<file path="src/rtl/key_filter_pkg.sv">
// Shared types and defaults for the multi-channel key filter.
// Build option KEY_FILTER_TOGGLE_EN is consumed in key_filter_ch.
package key_filter_pkg;

  typedef enum logic [1:0] {
    IDLE       = 2'd0,
    PRESS_FILT = 2'd1,
    DOWN       = 2'd2,
    REL_FILT   = 2'd3
  } key_state_e;

  // 20 ms debounce window at 50 MHz
  localparam int CNT_MAX_DEFAULT = 999_999;

endpackage

</file>
<file path="src/rtl/key_filter_ch.sv">
// One key channel: 2-FF synchroniser, debounce FSM with counter, press pulse, LED drive.
// KEY_FILTER_TOGGLE_EN defined: LED toggles per press; undefined: LED follows the held key.
module key_filter_ch
  import key_filter_pkg::*;
#(
  parameter int CNT_MAX = CNT_MAX_DEFAULT
) (
  input  logic sys_clk,
  input  logic sys_rest_n,
  input  logic key_in,
  output logic key_flag,
  output logic led_out
);

  localparam int CNT_W = $clog2(CNT_MAX + 1);
  localparam logic [CNT_W-1:0] CNT_TOP = CNT_W'(CNT_MAX);

  logic [1:0]       sync_q;
  logic             key_s;
  key_state_e       state, state_nxt;
  logic [CNT_W-1:0] cnt, cnt_nxt;
  logic             flag_nxt;
  logic             led_nxt;

  assign key_s = sync_q[1];

  always_ff @(posedge sys_clk) begin
    if (!sys_rest_n) begin
      sync_q   <= 2'b11;
      state    <= IDLE;
      cnt      <= '0;
      key_flag <= 1'b0;
      led_out  <= 1'b0;
    end else begin
      sync_q   <= {sync_q[0], key_in};
      state    <= state_nxt;
      cnt      <= cnt_nxt;
      key_flag <= flag_nxt;
      led_out  <= led_nxt;
    end
  end

  // Counter restarts from 0 on every state change and idles at 0 in the stable states
  always_comb begin
    state_nxt = state;
    cnt_nxt   = '0;
    flag_nxt  = 1'b0;
    case (state)
      IDLE: begin
        if (!key_s) state_nxt = PRESS_FILT;
      end
      PRESS_FILT: begin
        if (key_s) begin
          state_nxt = IDLE;
        end else if (cnt == CNT_TOP) begin
          state_nxt = DOWN;
          flag_nxt  = 1'b1;
        end else begin
          cnt_nxt = cnt + 1'b1;
        end
      end
      DOWN: begin
        if (key_s) state_nxt = REL_FILT;
      end
      REL_FILT: begin
        if (!key_s) begin
          state_nxt = DOWN;
        end else if (cnt == CNT_TOP) begin
          state_nxt = IDLE;
        end else begin
          cnt_nxt = cnt + 1'b1;
        end
      end
      default: state_nxt = IDLE;
    endcase
`ifdef KEY_FILTER_TOGGLE_EN
    led_nxt = led_out ^ flag_nxt;
`else
    led_nxt = (state_nxt == DOWN) || (state_nxt == REL_FILT);
`endif
  end

endmodule

</file>
<file path="src/rtl/key_filter_multi.sv">
// CH_NUM independent debounced active-low keys, each with a press pulse and LED output.
// LED mode selected per build by KEY_FILTER_TOGGLE_EN (see key_filter_ch).
module key_filter_multi
  import key_filter_pkg::*;
#(
  parameter int CH_NUM  = 4,
  parameter int CNT_MAX = CNT_MAX_DEFAULT
) (
  input  logic              sys_clk,
  input  logic              sys_rest_n,
  input  logic [CH_NUM-1:0] key_in,
  output logic [CH_NUM-1:0] key_flag,
  output logic [CH_NUM-1:0] led_out
);

  for (genvar i = 0; i < CH_NUM; i++) begin : g_ch
    key_filter_ch #(
      .CNT_MAX(CNT_MAX)
    ) u_ch (
      .sys_clk   (sys_clk),
      .sys_rest_n(sys_rest_n),
      .key_in    (key_in[i]),
      .key_flag  (key_flag[i]),
      .led_out   (led_out[i])
    );
  end

endmodule

</file>
<file path="config.mk">
export PLATFORM = sky130hd
export DESIGN_NAME = key_filter_multi
export DESIGN_NICKNAME = d
export VERILOG_FILES = /design/src/rtl/key_filter_pkg.sv /design/src/rtl/key_filter_ch.sv /design/src/rtl/key_filter_multi.sv
export SDC_FILE = /design/constraint.sdc
export NUM_CORES = 1
export LEC_CHECK = 0
export ABC_CLOCK_PERIOD_IN_PS = 2400
export CAP_MARGIN = 15
export CORE_MARGIN = 3
export CORE_UTILIZATION = 38
export CTS_BUF_LIST = sky130_fd_sc_hd__clkbuf_8 sky130_fd_sc_hd__clkbuf_16
export DETAILED_ROUTE_END_ITERATION = 6
export GPL_ROUTABILITY_DRIVEN = 0
export SLEW_MARGIN = 5
export SYNTH_ARGS = -nofsm -noshare
export SYNTH_HDL_FRONTEND = slang
export SYNTH_SLANG_ARGS = --single-unit
</file>
<file path="constraint.sdc">
create_clock -name sys_clk -period 2.4 [get_ports sys_clk]
set_input_delay 0.48 -clock sys_clk [delete_from_list [all_inputs] [get_ports sys_clk]]
set_output_delay 0.48 -clock sys_clk [all_outputs]
set_load 0.01 [all_outputs]
</file>
==> qor.txt, run 1 <==
Power Density = 624 nW/um^2
Vias in the first global route = 3123
Post-DRT Antenna Nets = 0
Clock latency on the worst-skew pair = 0.34 ns
Max Freq = 487 MHz
Clk slew on worst S/H paths = 0.07 ns
Kind of start point of the critical path = flip-flop
Buffers plus inverters on the worst setup path = 1
Mapped Area = 4550 sq um
Dpl cell area = 4750 sq um
Via density per instance = 5.23
Synth cell count leaders = dfxtp_1, nor2_1, nand3_1
Crit path DAT = 2.29 ns
RSZ-0062 raised after global routing = no
Iter 0 DRT Violations = 211
Syn Nets = 515
Routed length per placed instance = 12.6 microns
Post-Route WL = 8.27 mm
Worst slew pin tran = 0.792 ns
GRT Total Usage = 0.132
Sink Count = 104
Synthesis warning total = 0
Ranking of synthesized cells by area = dfxtp_1, xor2_1, nor2_1
Starting density of the core = 0.393
Number of cells on the worst hold path = 1
Worst-path maximum fanout = 13
Setup Skew = 0.00616 ns
Die area = 13300 sq um
Post-CTS Hold Fix Bufs = 0
Post-CTS Resized = 0
Root buf cell = clkbuf_16
Crit end category = flip-flop
Leading area contributor after synthesis = dfxtp_1
Cell area after layout = 5030 sq um
Period utilization = 0.856
Port Buf Inserts = 13
Final min period = 2.05 ns
WP data required = 2.64 ns
CORE AREA = 11600 sq um
Final hold viol count = 0
Syn_area_per_cell = 9.01 sq um
Fin Setup TNS = 0 ns
CP top delay family = simple AND/OR/NAND/NOR gates
Peak VDD IR = 0.000358 V
Horiz. Die Dim = 115 microns
Vias = 3430
Slew margin rel. = 0.472
Post-route DRC = 0
Slowest-stage cell, CP = nor4_2
Primary FF master, synth = dfxtp_1
Largest net degree at the start of global routing = 22
Fraction of layout cells with a size suffix above 1 = 0.0643
Remaining Overflow, GRT = 0
Top-count cell post-synth = dfxtp_1
TritonCTS buffer count = 9
Post-synth EDFFs = 0
Postcts setup bufs = 0
Final HPWL DP = 5.71 mm
CTS max path bufs = 2
Final Max Slew Viols = 0
Seq/Total Area, Yosys = 0.458
Crit path kind = flip-flop to flip-flop
Outcome = finished clean
Top cell type's share of synthesized area = 0.458
Crit-path cells = ha_1, nand4_1, nor4_2, a21o_1, buf_4, nor2_1
Hold WC Path Type = flip-flop to flip-flop
Worst path depth = 6
I/O pin count = 14
Reg2Reg Depth = 6
Cells after synthesis = 505
# setup viols final = 0
Area growth syn-to-layout = 10.6%
CP max stage delay = 0.46 ns
CTS tree = yes
Unique cell type count in the Yosys netlist = 39
Nets = 518
Final core utilization = 0.435
CTS HTree Levels = 3
Initial antenna violation count = 0
Synth Register Bits = 104
Dpl cells = 640
Rows = 39
Non-Filler Instances = 656
First-pass GRT wire length = 14.3 mm
Post-synth ARST share = 0
MaxCap Viol Count = 0
Die height = 115 microns
Leakage power = 1.53 nW
Ant diodes = 0
Final Power = 3.14 mW
1st-pass router iterations = 6
placed cells by master, fill, tap and decap left out, types with 3 or more instances in the layout:
cell / synthesis / final
nor3_1: 7 / 7
xnor2_1: 22 / 22
nand2b_1: 11 / 11
and4_1: 13 / 13
ha_1: 4 / 4
buf_4: 10 / 5
o31ai_1: 10 / 10
mux2i_1: 4 / 4
nor4_1: 9 / 9
clkinv_2: 0 / 3
nor4_2: 3 / 3
and3_1: 8 / 8
nand2_1: 23 / 23
and2_1: 4 / 4
a21oi_1: 25 / 25
o21ai_0: 11 / 11
nand3_1: 34 / 34
xor2_1: 33 / 33
inv_1: 15 / 15
or3_1: 13 / 13
or4_1: 10 / 10
nand4_1: 28 / 28
clkbuf_16: 0 / 9
clkdlybuf4s50_1: 0 / 13
nor2_1: 66 / 66
dfxtp_1: 104 / 104
where the power goes:
group          total, mW  internal [mW]  switching (mW)
combinational     0.0292         0.0156          0.0135
sequential          1.74           1.73         0.00462
clock               1.38          0.756           0.619
total               3.14           2.50           0.637
worst paths after layout:
path | startpoint | end | slack [ns]
setup / recovery | g_ch[0].u_ch.cnt[0]$_SDFF_PN0_ | g_ch[0].u_ch.cnt[13]$_SDFF_PN0_ | 0.35
hold reg to reg | g_ch[2].u_ch.sync_q[0]$_SDFF_PN1_ | g_ch[2].u_ch.sync_q[1]$_SDFF_PN1_ | 0.41
setup reg to reg | g_ch[0].u_ch.cnt[0]$_SDFF_PN0_ | g_ch[0].u_ch.cnt[13]$_SDFF_PN0_ | 0.35
hold / removal | g_ch[2].u_ch.sync_q[0]$_SDFF_PN1_ | g_ch[2].u_ch.sync_q[1]$_SDFF_PN1_ | 0.41
state kept, by name, summed over array words and instances, names as in the netlist:
register	flops
g_ch.u_ch.cnt	80
g_ch.u_ch.key_flag	4
g_ch.u_ch.state	8
g_ch.u_ch.sync_q	8
g_ch.u_ch.led_out	4
layout make-up:
type | count | area [sq um]
clock buffer | 11 | 253
tap | 143 | 179
multi-input combinational | 360 | 2260
inverter | 15 | 56.3
timing repair buffer | 18 | 168
clock inverter | 5 | 31.3
fill | 1125 | 6530
sequential | 104 | 2080
cell families (layout without fill, tap and decap cells):
kind of cell | Yosys count | count (layout) | share of synthesized area
simple gates | 245 | 245 | 0.304
flops | 104 | 104 | 0.458
xor+xnor | 55 | 55 | 0.106
compound gates | 52 | 52 | 0.0682
buf+inv | 41 | 49 | 0.0446
fa+ha+maj | 4 | 4 | 0.0110
mux | 4 | 4 | 0.00880
layer usage:
layer  vias up  global-route usage  routed length (microns)
met4         0              0.0399                       80
met5         -                   0                        0
met3         6              0.0384                      248
li1       1783                   -                        -
met2        33               0.212                     3890
met1      1608               0.172                     4050
through the flow:
step | setup WS (ns) | hold slack, ns
after global routing | 0.164 | 0.425
after global placement | 0.419 | 0.398
after CTS | 0.325 | 0.407
final | 0.346 | 0.406
after detailed placement | 0.345 | 0.396
after floorplan | 0.699 | 0.386
worst reg2reg max path: cells and delay by family, from the launching register on:
| family | cells | cell delay [ns] |
|---|---|---|
| AND/OR/NAND/NOR | 3 | 0.78 |
| flip-flops | 1 | 0.39 |
| AO/OA/AOI/OAI | 1 | 0.31 |
| buffers and inverters | 1 | 0.24 |
| adder cells (fa/ha/maj) | 1 | 0.22 |
No activity file was read; power rests on OpenSTA's default activity.
==> run 2: changes to the inputs <==
--- a/config.mk
+++ b/config.mk
@@ -9,7 +9,8 @@
 export CAP_MARGIN = 15
 export CORE_MARGIN = 3
 export CORE_UTILIZATION = 38
-export CTS_BUF_LIST = sky130_fd_sc_hd__clkbuf_8 sky130_fd_sc_hd__clkbuf_16
+export CTS_BUF_LIST = sky130_fd_sc_hd__clkbuf_8
+export CTS_CLUSTER_DIAMETER = 40
 export DETAILED_ROUTE_END_ITERATION = 6
 export GPL_ROUTABILITY_DRIVEN = 0
 export SLEW_MARGIN = 5
==> run 2 against run 1 <==
Compared with the run above: global-route usage fell by 0.14 points; cell count stayed put; cell area decreased by 2.0%; wire length fell by 1.0%; die area is the same; worst hold slack gained 0.0050 ns; clock skew grew 0.0062 ns; utilization decreased by 0.88 points; sequential power barely moved.
==> qor.txt, run 2 (synthesized netlist as in run 1, its figures left out) <==
Routed length per placed instance = 12.5 microns (was 12.6 microns)
Sink Count = 104 (unchanged)
Hold Crit Endpoint = g_ch[2].u_ch.sync_q[1]$_SDFF_PN1_ (unchanged)
CTS HTree Levels = 3 (unchanged)
WP data required = 2.66 ns (was 2.64 ns)
Vias = 3422 (was 3430)
Largest net degree at the start of global routing = 22 (unchanged)
Max FFs per register = 80 (unchanged)
R2r endpoint = g_ch[0].u_ch.cnt[9]$_SDFF_PN0_ (was g_ch[0].u_ch.cnt[13]$_SDFF_PN0_)
Slew margin rel. = 0.475 (was 0.472)
1st-pass router iterations = 4 (was 6)
RSZ-0062 raised after global routing = no (unchanged)
Worst-path maximum fanout = 13 (unchanged)
Kind of start point of the critical path = flip-flop (unchanged)
Commonest non-fill, non-tap cell in the layout = dfxtp_1 (unchanged)
Clk slew on worst S/H paths = 0.10 ns (was 0.07 ns)
Most frequent cells in the layout = dfxtp_1, nor2_1, nand3_1 (unchanged)
Largest regs = g_ch.u_ch.cnt: 80 flops, g_ch.u_ch.state: 8 flops, g_ch.u_ch.sync_q: 8 flops (unchanged)
TritonCTS buffer count = 9 (unchanged)
Register with the most flip-flops = g_ch.u_ch.cnt (unchanged)
Postcts setup bufs = 0 (unchanged)
Final min period = 2.06 ns (was 2.05 ns)
Max Freq = 486 MHz (was 487 MHz)
# setup viols final = 0 (unchanged)
Period utilization = 0.857 (was 0.856)
Remaining Overflow, GRT = 0 (unchanged)
Rows = 39 (unchanged)
Initial antenna violation count = 0 (unchanged)
CORE AREA = 11600 sq um (unchanged)
Final Max Slew Viols = 0 (unchanged)
Crit path kind = flip-flop to flip-flop (unchanged)
Peak VDD IR = 0.000219 V (was 0.000358 V)
Worst slew pin tran = 0.787 ns (was 0.792 ns)
CTS max path bufs = 2 (unchanged)
Post-route DRC = 0 (unchanged)
Post-CTS Hold Fix Bufs = 0 (unchanged)
Final Power = 2.77 mW (was 3.14 mW)
Flop2flop setup slack = 0.34 ns (was 0.35 ns)
Starting density of the core = 0.393 (unchanged)
Via density per instance = 5.22 (was 5.23)
Fin Setup TNS = 0 ns (unchanged)
MaxCap Viol Count = 0 (unchanged)
Fillers = 1137 (was 1125)
Final HPWL DP = 5.71 mm (unchanged)
Iter 0 DRT Violations = 226 (was 211)
CTS tree = yes (unchanged)
Worst hold start = g_ch[2].u_ch.sync_q[0]$_SDFF_PN1_ (unchanged)
Hold WC Path Type = flip-flop to flip-flop (unchanged)
Nets = 518 (unchanged)
I/O pin count = 14 (unchanged)
Root buf cell = clkbuf_8 (was clkbuf_16)
Horiz. Die Dim = 115 microns (unchanged)
Die height = 115 microns (unchanged)
Setup Skew = 0.0123 ns (was 0.00616 ns)
Final hold viol count = 0 (unchanged)
Leakage power = 1.48 nW (was 1.53 nW)
GRT Total Usage = 0.130 (was 0.132)
Crit end category = flip-flop (unchanged)
Reg2Reg Depth = 6 (unchanged)
Post-DRT Antenna Nets = 0 (unchanged)
Vias in the first global route = 3120 (was 3123)
Crit path DAT = 2.32 ns (was 2.29 ns)
Die area = 13300 sq um (unchanged)
Power Density = 561 nW/um^2 (was 624 nW/um^2)
Post-Route WL = 8.19 mm (was 8.27 mm)
First-pass GRT wire length = 14.2 mm (was 14.3 mm)
Ant diodes = 0 (unchanged)
Number of cells on the worst hold path = 1 (unchanged)
Area growth syn-to-layout = 8.42% (was 10.6%)
Port Buf Inserts = 13 (unchanged)
Fraction of layout cells with a size suffix above 1 = 0.0643 (unchanged)
Outcome = finished clean (unchanged)
Post-CTS Resized = 0 (unchanged)
Clock latency on the worst-skew pair = 0.36 ns (was 0.34 ns)
Reg2reg start = g_ch[0].u_ch.cnt[0]$_SDFF_PN0_ (unchanged)
[run 2: cell count changes in the layout (fill, tap and decap cells not counted)]
cell | before | now
clkbuf_16 | 9 | 0
clkbuf_8 | 2 | 11
[run 2: how the worst max path moves through the flow]
stage | from | slack [ns] | depth (start not counted) | to
5_1_grt | g_ch[0].u_ch.cnt[0]$_SDFF_PN0_ | 0.15 | 6 | g_ch[0].u_ch.cnt[8]$_SDFF_PN0_
3_5_place_dp | g_ch[0].u_ch.cnt[0]$_SDFF_PN0_ | 0.34 | 6 | g_ch[0].u_ch.cnt[9]$_SDFF_PN0_
4_1_cts | g_ch[0].u_ch.cnt[0]$_SDFF_PN0_ | 0.33 | 6 | g_ch[0].u_ch.cnt[9]$_SDFF_PN0_
2_1_floorplan | g_ch[1].u_ch.cnt[0]$_SDFF_PN0_ | 0.70 | 7 | g_ch[1].u_ch.cnt[15]$_SDFF_PN0_
6_report | g_ch[0].u_ch.cnt[0]$_SDFF_PN0_ | 0.34 | 6 | g_ch[0].u_ch.cnt[9]$_SDFF_PN0_
3_3_place_gp | g_ch[0].u_ch.cnt[0]$_SDFF_PN0_ | 0.42 | 6 | g_ch[0].u_ch.cnt[6]$_SDFF_PN0_
[run 2: layout make-up]
cell class                      count  area [sq um]  share of cell area
Multi-Input combinational cell    360          2260               0.459
Sequential cell                   104          2080               0.422
Tap cell                          143           179              0.0363
Timing Repair Buffer               18           168              0.0340
Clock buffer                       11           151              0.0307
Inverter                           15          56.3              0.0114
Clock inverter                      5          31.3             0.00634
[run 2: report_power, final]
group          internal [mW]  total, mW  switching [mW]
Clock                  0.431       1.00           0.572
Combinational         0.0156     0.0290          0.0134
Sequential              1.73       1.74         0.00459
[run 2: stage by stage]
stage	instance area (sq um)	hold WS (ns)	setup slack, ns	std cells	util
6_report	4930	0.411	0.342	656	0.426
4_1_cts	4930	0.411	0.326	656	0.426
3_3_place_gp	4750	0.398	0.419	640	0.411
2_1_floorplan	4550	0.386	0.699	505	-
5_1_grt	4930	0.434	0.151	656	0.426
3_5_place_dp	4750	0.396	0.345	640	0.411
[run 2: metal layers]
layer  share of wire  global-route usage  routed length (microns)
met1            0.50               0.171                     4060
met2            0.46               0.210                     3800
met3           0.024              0.0321                      195
met4           0.016              0.0462                      133
met5               0                   0                        0
[run 2: worst max-delay path, cell delays in order (launching register included)]
cell     delay [ns]
dfxtp_1        0.40
ha_1           0.22
nand4_1        0.25
nor4_2         0.46
a21o_1         0.31
buf_4          0.24
nor2_1         0.06
==> run 3: changes to the inputs <==
--- a/config.mk
+++ b/config.mk
@@ -7,7 +7,6 @@
 export LEC_CHECK = 0
 export ABC_CLOCK_PERIOD_IN_PS = 2400
 export CAP_MARGIN = 15
-export CORE_MARGIN = 3
 export CORE_UTILIZATION = 38
 export CTS_BUF_LIST = sky130_fd_sc_hd__clkbuf_8
 export CTS_CLUSTER_DIAMETER = 40
==> run 3 against run 2 <==
Compared with the run above: the flow now finishes with violations (DRC); critical path depth unchanged; worst hold slack better by 0.0052 ns; non-clock buffer count up 3; clock power up 27%; combinational power up 7%; utilization up 0.65 points; largest power group unchanged; first-iteration DRC count down 18%; die area down 6.8%; count of clock-buffer cells in the layout down 1; global-route usage up 1.0 points; clock skew down 0.0040 ns.
==> qor.txt, run 3 (synthesized netlist as in run 1, its figures left out) <==
1st-pass router iterations = 6 (was 4)
Reg2Reg Depth = 6 (unchanged)
Post-DRT Antenna Nets = 0 (unchanged)
Fin Setup TNS = 0 ns (unchanged)
Final min period = 1.91 ns (was 2.06 ns)
Hold Crit Endpoint = g_ch[1].u_ch.sync_q[1]$_SDFF_PN1_ (was g_ch[2].u_ch.sync_q[1]$_SDFF_PN1_)
Crit end category = flip-flop (unchanged)
Met1 WL = 4.12 mm (was 4.06 mm)
Crit path kind = flip-flop to flip-flop (unchanged)
Port Buf Inserts = 13 (unchanged)
Leakage power = 1.53 nW (was 1.48 nW)
Metal3 WL = 191 microns (was 195 microns)
Flop2flop setup slack = 0.49 ns (was 0.34 ns)
Iter 0 DRT Violations = 185 (was 226)
Final hold viol count = 0 (unchanged)
Ant diodes = 0 (unchanged)
Slew margin rel. = 0.491 (was 0.475)
Cell area after layout = 5010 sq um (was 4930 sq um)
CP max stage delay = 0.47 ns (was 0.46 ns)
# setup viols final = 0 (unchanged)
Failing checks = DRC
Clock latency on the worst-skew pair = 0.36 ns (about the same)
Worst hold start = g_ch[1].u_ch.sync_q[0]$_SDFF_PN1_ (was g_ch[2].u_ch.sync_q[0]$_SDFF_PN1_)
Final Max Slew Viols = 0 (unchanged)
Hold WC Path Type = flip-flop to flip-flop (unchanged)
RSZ-0062 raised after global routing = no (unchanged)
I/O pin count = 14 (unchanged)
Worst slew pin tran = 0.763 ns (was 0.787 ns)
Outcome = finished with violations (was finished clean)
CORE AREA = 11600 sq um (unchanged)
Clk slew on worst S/H paths = 0.09 ns (was 0.10 ns)
Max FFs per register = 80 (unchanged)
Routed length per placed instance = 12.8 microns (was 12.5 microns)
Crit path DAT = 2.15 ns (was 2.32 ns)
Final HPWL DP = 5.88 mm (was 5.71 mm)
Rows = 39 (unchanged)
Largest regs = g_ch.u_ch.cnt: 80 flops, g_ch.u_ch.state: 8 flops, g_ch.u_ch.sync_q: 8 flops (unchanged)
Peak VDD IR = 0.000360 V (was 0.000219 V)
Reg2reg start = g_ch[0].u_ch.cnt[0]$_SDFF_PN0_ (unchanged)
Root buf cell = clkbuf_8 (unchanged)
Most frequent cells in the layout = dfxtp_1, nor2_1, nand3_1 (unchanged)
Max Freq = 524 MHz (was 486 MHz)
Fillers = 1132 (was 1137)
Buffers plus inverters on the worst setup path = 1 (unchanged)
Fraction of layout cells with a size suffix above 1 = 0.0641 (was 0.0643)
Horiz. Die Dim = 111 microns (was 115 microns)
Dpl cell area = 4770 sq um (was 4750 sq um)
Die area = 12400 sq um (was 13300 sq um)
Remaining Overflow, GRT = 0 (unchanged)
Postcts setup bufs = 0 (unchanged)
DR top layer = met4 (unchanged)
R2r endpoint = g_ch[0].u_ch.cnt[19]$_SDFF_PN0_ (was g_ch[0].u_ch.cnt[9]$_SDFF_PN0_)
GRT Total Usage = 0.141 (was 0.130)
Met2 wire len = 4.01 mm (was 3.80 mm)
Worst-path maximum fanout = 10 (was 13)
Initial antenna violation count = 0 (unchanged)
Number of cells on the worst hold path = 1 (unchanged)
Vias in the first global route = 3195 (was 3120)
Period utilization = 0.795 (was 0.857)
Setup Skew = 0.00838 ns (was 0.0123 ns)
Starting density of the core = 0.393 (unchanged)
Area growth syn-to-layout = 10.1% (was 8.42%)
Post-CTS Hold Fix Bufs = 0 (unchanged)
MaxCap Viol Count = 0 (unchanged)
CTS HTree Levels = 3 (unchanged)
Worst Setup Slack, final = 0.491 ns (was 0.342 ns)
Vias = 3425 (was 3422)
Crit-path cells = ha_1, nand4_1, nor4_2, a21o_1, buf_4, a21oi_1 (was ha_1, nand4_1, nor4_2, a21o_1, buf_4, nor2_1)
Commonest non-fill, non-tap cell in the layout = dfxtp_1 (unchanged)
Kind of start point of the critical path = flip-flop (unchanged)
Post-CTS Resized = 0 (unchanged)
Register with the most flip-flops = g_ch.u_ch.cnt (unchanged)
WP data required = 2.64 ns (was 2.66 ns)
Final Power = 3.04 mW (was 2.77 mW)
Power Density = 606 nW/um^2 (was 561 nW/um^2)
Sink Count = 104 (unchanged)
CTS max path bufs = 2 (unchanged)
Slowest-stage cell, CP = nor4_2 (unchanged)
Largest net degree at the start of global routing = 20 (was 22)
CP top delay family = simple AND/OR/NAND/NOR gates (unchanged)
Post-Route WL = 8.40 mm (was 8.19 mm)
Die height = 111 microns (was 115 microns)
Setup slack at placement = 0.275 ns (was 0.345 ns)
Nets = 521 (was 518)
Post-route DRC = 6 (was 0)
TritonCTS buffer count = 9 (unchanged)
CTS tree = yes (unchanged)
First-pass GRT wire length = 14.4 mm (was 14.2 mm)
Via density per instance = 5.21 (was 5.22)
-- run 3: report_power, final --
| group | switching (mW) | total [mW] | leakage [nW] | internal (mW) |
|---|---|---|---|---|
| combinational | 0.0141 | 0.0309 | 0.561 | 0.0167 |
| clock | 0.558 | 1.27 | 0.125 | 0.709 |
| sequential | 0.00474 | 1.74 | 0.840 | 1.73 |
-- run 3: how the worst max path moves through the flow --
stage | from | to | slack [ns] | depth (start not counted)
6_report | g_ch[0].u_ch.cnt[0]$_SDFF_PN0_ | g_ch[0].u_ch.cnt[19]$_SDFF_PN0_ | 0.49 | 6
5_1_grt | g_ch[0].u_ch.cnt[0]$_SDFF_PN0_ | g_ch[0].u_ch.key_flag$_SDFF_PP0_ | 0.25 | 5
4_1_cts | g_ch[0].u_ch.cnt[0]$_SDFF_PN0_ | g_ch[0].u_ch.key_flag$_SDFF_PP0_ | 0.43 | 5
3_5_place_dp | sys_rest_n | g_ch[2].u_ch.cnt[15]$_SDFF_PN0_ | 0.28 | 4
3_3_place_gp | sys_rest_n | g_ch[2].u_ch.cnt[14]$_SDFF_PN0_ | 0.32 | 4
2_1_floorplan | g_ch[1].u_ch.cnt[0]$_SDFF_PN0_ | g_ch[1].u_ch.cnt[15]$_SDFF_PN0_ | 0.70 | 7
-- run 3: cell type report --
type	count	area (sq um)	area share
Timing Repair Buffer	21	190	0.0380
Clock buffer	10	138	0.0275
Multi-Input combinational cell	360	2260	0.452
Tap cell	143	179	0.0357
Clock inverter	5	97.6	0.0195
Inverter	15	56.3	0.0112
Sequential cell	104	2080	0.416
-- run 3: worst register-to-register path: cells and delay by family (launching register included) --
kind	cells	cell delay, ns
simple gates	2	0.74
compound gates	2	0.25
flops	1	0.40
buf+inv	1	0.18
fa+ha+maj	1	0.23
-- run 3: stage by stage --
step | cells | utilization | hold WS, ns
2_1_floorplan | 505 | - | 0.386
3_3_place_gp | 643 | 0.413 | 0.398
3_5_place_dp | 643 | 0.413 | 0.398
4_1_cts | 658 | 0.433 | 0.423
5_1_grt | 658 | 0.433 | 0.436
6_report | 658 | 0.433 | 0.417
-- run 3: layer usage --
layer  up-vias  track usage
met3         4       0.0343
met5         -            0
met1      1604        0.177
met4         0       0.0405
met2        27        0.239
li1       1790            -
